==> src/rtl/openflow_wildcard_match_encoder.sv <==
// openflow_wildcard_match_encoder: tracks TCAM lookups through compare latency, priority-encodes the match vector into a credit-throttled FWFT result FIFO and keeps hit/miss counts
module openflow_wildcard_match_encoder #(
  parameter int OPENFLOW_WILDCARD_TABLE_SIZE = 32,
  parameter int LUT_DEPTH_BITS = 5,
  parameter int CAM_LATENCY = 2,
  parameter int RESULT_FIFO_DEPTH = 4
) (
  input  logic                                    clk,
  input  logic                                    reset,
  input  logic                                    lookup_req,
  output logic                                    lookup_ready,
  input  logic                                    cam_busy,
  input  logic [OPENFLOW_WILDCARD_TABLE_SIZE-1:0] cam_match_addr,
  output logic                                    result_valid,
  input  logic                                    result_ready,
  output logic                                    result_hit,
  output logic [LUT_DEPTH_BITS-1:0]               result_index,
  output logic                                    result_multi,
  input  logic                                    counter_clear,
  output logic [31:0]                             hit_count,
  output logic [31:0]                             miss_count
);
  localparam int PW = $clog2(RESULT_FIFO_DEPTH);
  localparam int CW = PW + 1;
  localparam int EW = LUT_DEPTH_BITS + 2;
  logic [CAM_LATENCY-1:0] pipe_q, pipe_d;
  logic [CW-1:0] inflight_q, inflight_d, occ_q, occ_d;
  logic [CW:0] used;
  logic [PW-1:0] wptr_q, rptr_q;
  logic [EW-1:0] mem_q [RESULT_FIFO_DEPTH];
  logic [EW-1:0] head;
  logic [31:0] hit_q, miss_q;
  logic accept, push, pop, enc_hit, enc_multi;
  logic [LUT_DEPTH_BITS-1:0] enc_idx;
  always_comb begin
    enc_idx = '0;
    for (int i = OPENFLOW_WILDCARD_TABLE_SIZE - 1; i >= 0; i--)
      if (cam_match_addr[i]) enc_idx = LUT_DEPTH_BITS'(i);
  end
  assign enc_hit = |cam_match_addr;
  assign enc_multi = |(cam_match_addr & (cam_match_addr - OPENFLOW_WILDCARD_TABLE_SIZE'(1)));
  assign used = {1'b0, inflight_q} + {1'b0, occ_q};
  assign lookup_ready = !cam_busy && (used < (CW + 1)'(RESULT_FIFO_DEPTH));
  assign accept = lookup_req && lookup_ready;
  assign push = pipe_q[CAM_LATENCY-1];
  assign pop = result_valid && result_ready;
  assign pipe_d = CAM_LATENCY'({pipe_q, accept});
  assign inflight_d = inflight_q + CW'(accept) - CW'(push);
  assign occ_d = occ_q + CW'(push) - CW'(pop);
  assign head = mem_q[rptr_q];
  assign result_valid = occ_q != '0;
  assign result_hit = result_valid & head[0];
  assign result_index = result_valid ? head[EW-2:1] : '0;
  assign result_multi = result_valid & head[EW-1];
  assign hit_count = hit_q;
  assign miss_count = miss_q;
  always_ff @(posedge clk) begin
    if (reset) begin
      pipe_q <= '0;
      inflight_q <= '0;
      occ_q <= '0;
      wptr_q <= '0;
      rptr_q <= '0;
      hit_q <= '0;
      miss_q <= '0;
    end else begin
      pipe_q <= pipe_d;
      inflight_q <= inflight_d;
      occ_q <= occ_d;
      if (push) begin
        mem_q[wptr_q] <= {enc_multi, enc_idx, enc_hit};
        wptr_q <= wptr_q + PW'(1);
      end
      if (pop) rptr_q <= rptr_q + PW'(1);
      hit_q <= counter_clear ? '0 : hit_q + 32'(push & enc_hit);
      miss_q <= counter_clear ? '0 : miss_q + 32'(push & ~enc_hit);
    end
  end
  assert property (@(posedge clk) disable iff (reset)
    !(push && !pop && occ_q == CW'(RESULT_FIFO_DEPTH)));
endmodule

==> config.mk <==
export PLATFORM = sky130hd
export DESIGN_NAME = openflow_wildcard_match_encoder
export DESIGN_NICKNAME = d
export VERILOG_FILES = /design/src/rtl/openflow_wildcard_match_encoder.sv
export SDC_FILE = /design/constraint.sdc
export NUM_CORES = 1
export LEC_CHECK = 0
export BUFFER_PORTS_ARGS = -buffer_cell sky130_fd_sc_hd__buf_2
export CORE_MARGIN = 2
export CORE_UTILIZATION = 49
export CTS_CLUSTER_SIZE = 30
export DETAILED_ROUTE_END_ITERATION = 6
export HOLD_SLACK_MARGIN = 0.05
export PLACE_DENSITY = 0.87
export SLEW_MARGIN = 20
export SYNTH_ARGS = -nofsm -noshare
export SYNTH_HDL_FRONTEND = slang
export SYNTH_SLANG_ARGS = --single-unit
==> constraint.sdc <==
create_clock -name clk -period 3.2 [get_ports clk]
set_input_delay 0.32 -clock clk [delete_from_list [all_inputs] [get_ports clk]]
set_output_delay 0.32 -clock clk [all_outputs]
set_load 0.03 [all_outputs]
# [Word level (Yosys, flattened, before mapping)]
# Memory sizes are Yosys's and may differ from the RTL's. A register that Yosys moved wholly into a read port is not among the register bits.
# Index checks and enable logic that the tools add are counted.
[word_totals] reg_bits=76 ram_bits=28 input_bits=38 output_inout_bits=73 elab_cells=71 mem_count=1
[memory_table] name="mem_q" words=4 word_bits=7 rd=1 rd_clocked_by_memory_dff=1 write_ports=1 line="30" text="logic [EW-1:0] mem_q [RESULT_FIFO_DEPTH];"
[op_classes] n_addsub=10 order_cmp=1 mux=38 bitwise_logic=6 n_reduce_logical=8
[ops] operator="two-way mux 5 bit" count=33
[ops] operator="OR reduction 32 bit" count=2
[ops] operator="adder 32 x 1 -> 32 bit" count=1
[ops] operator="adder 32 bit" count=1
[ops] operator="AND 1 x 32 -> 32 bit" count=1
[ops] operator="AND 32 bit" count=1
[ops] operator="NOT 1 -> 32 bit" count=1
[ops] operator="subtractor 32 x 1 -> 32 bit (second input constant)" count=1
[ops] operator="adder 3 x 1 -> 3 bit" count=2
[ops] operator="subtractor 3 x 1 -> 3 bit" count=2
[ops] operator="adder 2 x 1 -> 2 bit (second input constant)" count=2
[ops] operator="adder 3 x 3 -> 4 bit" count=1
[ops] operator="< comparator 4 x 3 -> 1 bit (second input constant)" count=1
[ops] operator="two-way mux 2 bit" count=2
[ops] operator="AND 1 bit" count=3
[ops] operator="logical AND 1 bit" count=3
[ops] operator="two-way mux 1 bit" count=3
[ops] operator="nonzero test 3 bit" count=1
[ops] operator="OR reduction 2 bit" count=1
[ops] operator="zero test 1 bit" count=1

# [Longest topological paths before layout]
[depth] word_depth=32 ltp_mapped=14

# [Least setup slack after synthesis]
# Ideal clock, no wire load.
[synth_path] kind="input to register" start="in cam_match_addr[7]" end="reg miss_q[28] (netlist: miss_count[28])" setup_time_ps=70 arrival_time_ps=3024 t_required_ps=3130 setup_slack_ps=105 path_stages=12 path_buffers=1 cell_sequence="nor4_1 nand2_2 nor3_4 nand2_1 nor2_1 ha_1 ha_1 nand2_1 or4_4 buf_6 or3_1 a21oi_1"
[synth_via] elab_chain_len=4
[synth_rtl] item="from (decl)" line="13" text="input logic [OPENFLOW_WILDCARD_TABLE_SIZE-1:0] cam_match_addr,"
[synth_rtl] item="OR reduction 32 bit" line="40" text="assign enc_hit = |cam_match_addr;"
[synth_rtl] item="via enc_hit" line="33" text="logic accept, push, pop, enc_hit, enc_multi;"
[synth_rtl] item="NOT 1 -> 32 bit" line="76" text="miss_q <= counter_clear ? '0 : miss_q + 32'(push & ~enc_hit);"
[synth_rtl] item="AND 1 x 32 -> 32 bit" line="76"
[synth_rtl] item="adder 32 bit" line="76"
[synth_rtl] item="to (signal assigned)" line="76"
[synth_rtl] item="to (decl)" line="32" text="logic [31:0] hit_q, miss_q;"
# The timed path passes the listed nets, and every way through them passes these cells.
# A chain may end at the register's enable or synchronous reset.

# [Final worst setup path]
[layout_path] start="in cam_match_addr[14]" end="reg miss_q[30] (netlist: miss_count[30])"
# The elaborated chain is that of the path after synthesis.

==> key figures <==
Worst setup path
  • Worst EP required: between 3 and 4 ns
  • Max stage delay on crit path: between 0.5 and 0.6 ns
  • Startpoint types: input port
  • Critical Path AT: just over 3 ns
  • CP max stage cell: or4_4
  • CP max FO: 12
  • Critical path class: in -> reg
  • Crit. End Element: register
  • Critical-path cell list: buf_2, nor4_1, nand4_1, nor3_4, nand2_1, nor2_1, ha_1, ha_1, nand2_1, or4_4, or3_1, a21oi_1

Placement
  • DP Area: around 6000 µm²
  • Post-Place Cells: ~790
  • PortBufs: between 100 and 150
  • GPL Wtd Cong: 0.865
  • Place WS: about 0.039 ns
  • Post-DP HPWL: about 8500 µm

Clock network
  • Root buf cell: clkbuf_8
  • Deepest level of the CTS H-tree: 3
  • Postcts setup bufs: 0
  • Clock sinks: ~110
  • Hold-fix buffers, CTS: 0
  • CTS buffer count: 9
  • Clock Pin Slew Worst Setup and Hold Paths: approximately 0.12 ns
  • PostCTS Resize Cnt: 0
  • Clock latency on the worst-skew pair: between 0.3 and 0.4 ns
  • Clock Path Buffers: 2
  • CTS tree: yes

Cells and area
  • Syn-to-layout area delta: 18.1%
  • ANT cells: 0
  • Final Util: 59.2%
  • Leading cell types in the layout, fill and taps excluded: buf_2 (110), nor2_1 (87), dfxtp_1 (78)
  • Nets: 716
  • Design area: a little over 6000 µm²
  • Share of layout cells above drive strength 1: between 20% and 30%
  • Fin cells: roughly 800
  • Commonest non-fill, non-tap cell in the layout: buf_2

Routing
  • Final ANT Viol Nets: 0
  • DR pass1 iterations: 5
  • Drt wl/cell: between 10 and 15 µm
  • DRC: 0
  • Vias per Instance: around 5.4
  • Initial DRC count: approximately 180
  • Vias: between 4000 and 5000
  • Final WL: around 11000 µm

Timing
  • Fmax: around 360 MHz
  • Worst Hold Slack: ~0.25 ns
  • Pins Over Slew Limit: 0
  • Slew HR: between 30% and 40%
  • Fin crit period: around 2.8 ns
  • Fin Setup TNS: 0 ns
  • Final hold violations: 0
  • Clk_skew: approximately 0.018 ns
  • Unrepaired setup endpoints after global routing: false
  • Post-route clock period utilization: between 80 and 90%
  • Setup violators final: 0
  • Worst Setup Slack, final: ~0.43 ns
  • Slew of the pin with the lowest slew margin: between 0.8 and 0.9 ns

Synthesis
  • Post-Syn Instances: between 500 and 600
  • Dominant cells by area after synthesis: dfxtp_1 (30%), edfxtp_1 (16%), nor2_1 (6.4%)
  • Leading area contributor after synthesis: dfxtp_1
  • Synth Register Bits: about 110
  • Synthesized area: about 5100 µm²
  • Post-synth EDFFs: 28
  • Share of the synthesized area in the top cell type: 30.5%
  • Mapped Nets: 600
  • Leading register cell type out of synthesis: dfxtp_1
  • Yosys warns: 0
  • Asr flop ratio synth: 0%
  • Seq/Total Area, Yosys: around 47%
  • Synthesized area per cell: 9.39 µm²
  • Synth cell types: 53

Floorplanning
  • Die ar.: 11300 µm²
  • Die W: between 100 and 150 µm
  • Die Y: approximately 110 µm
  • Starting Density: 50.1%
  • Top Ports: 111
  • Core Footprint: 10200 µm²
  • Cell Rows: 37

Global routing
  • Total gr overflow: 0
  • Total track usage: about a fifth
  • First-pass GRT wire length: approximately 19000 µm
  • Vias in the first global route: 4181
  • Largest net degree at the start of global routing: just over 60
  • Initial antenna violation count: 0

Power
  • VDD IR max: about 0.26 mV
  • Power, Total: roughly 2.8 mW
  • Pwr Density: 468 nW/µm²
  • Lkg Pwr: around 2.4 nW

Status
  • Outcome: finished clean

Job
  • Max cap viols: 0

Min path
  • Min-Delay Path Class: in -> reg
[final cells by class]
cell class	instances	area [µm²]
multi-input cells	400	2570
inverters	24	90.1
well taps	136	170
clock buffers	9	124
flip-flops and latches	106	2400
clock inverters	7	67.6
repair buffers	121	633
fillers	883	4180
[report_power, final]
group / internal (mW) / switching (mW)
registers: 1.42 / 0.0625
logic: 0.238 / 0.326
clock network: 0.304 / 0.483
[cells by family after synthesis]
logic type	share of synthesized area, %
AND/OR/NAND/NOR	24.3
AO/OA/AOI/OAI	9.01
flip-flops	46.9
adder cells (fa/ha/maj)	4.20
XOR/XNOR	9.23
buffers and inverters	3.08
multiplexers	3.27
[layer usage]
| metal | vias up | track usage [%] | wire length [µm] |
|---|---|---|---|
| met5 | - | 0 | 0 |
| met1 | 2046 | 26.1 | 5130 |
| met4 | 0 | 7.42 | 204 |
| met3 | 18 | 3.19 | 449 |
| li1 | 2155 | - | - |
| met2 | 106 | 35.7 | 5560 |
[cells in the mapped netlist, types with 3 or more instances]
cell,n
a21oi_1,27
a31oi_1,4
and2_1,18
and3_1,5
and4_1,3
clkbuf_1,13
dfxtp_1,78
edfxtp_1,28
ha_1,14
inv_1,24
mux4_2,7
nand2_1,33
nand3_1,17
nand4_1,19
nor2_1,87
nor2b_1,4
nor3_1,18
nor4_1,9
o21ai_0,25
o31ai_1,4
or3_1,16
xnor2_1,27
xor2_1,27
[worst paths after layout]
kind	start	endpoint	slack, ns	cells past startpoint
worst max-delay path	cam_match_addr[14]	miss_count[30]$_SDFF_PP0_	0.43	12
worst min-delay path	lookup_req	pipe_q[0]$_SDFF_PP0_	0.25	3
worst max register to register	inflight_q[2]$_SDFF_PP0_	inflight_q[2]$_SDFF_PP0_	0.47	12
worst min register to register	pipe_q[0]$_SDFF_PP0_	pipe_q[1]$_SDFF_PP0_	0.46	1
[flip-flops by register name (all words and copies together), names as in the netlist, named ones only]
signal / cells
hit_count: 32
miss_count: 32
mem_q: 28
inflight_q: 3
occ_q: 3
pipe_q: 2
rptr_q: 2
wptr_q: 2
[critical path: cells and delay by family]
kind	cells	cell delay [ns]
buf+inv	1	0.14
compound gates	1	0.15
simple gates	8	2.09
fa+ha+maj	2	0.39
(Power assumes the default switching activity.)
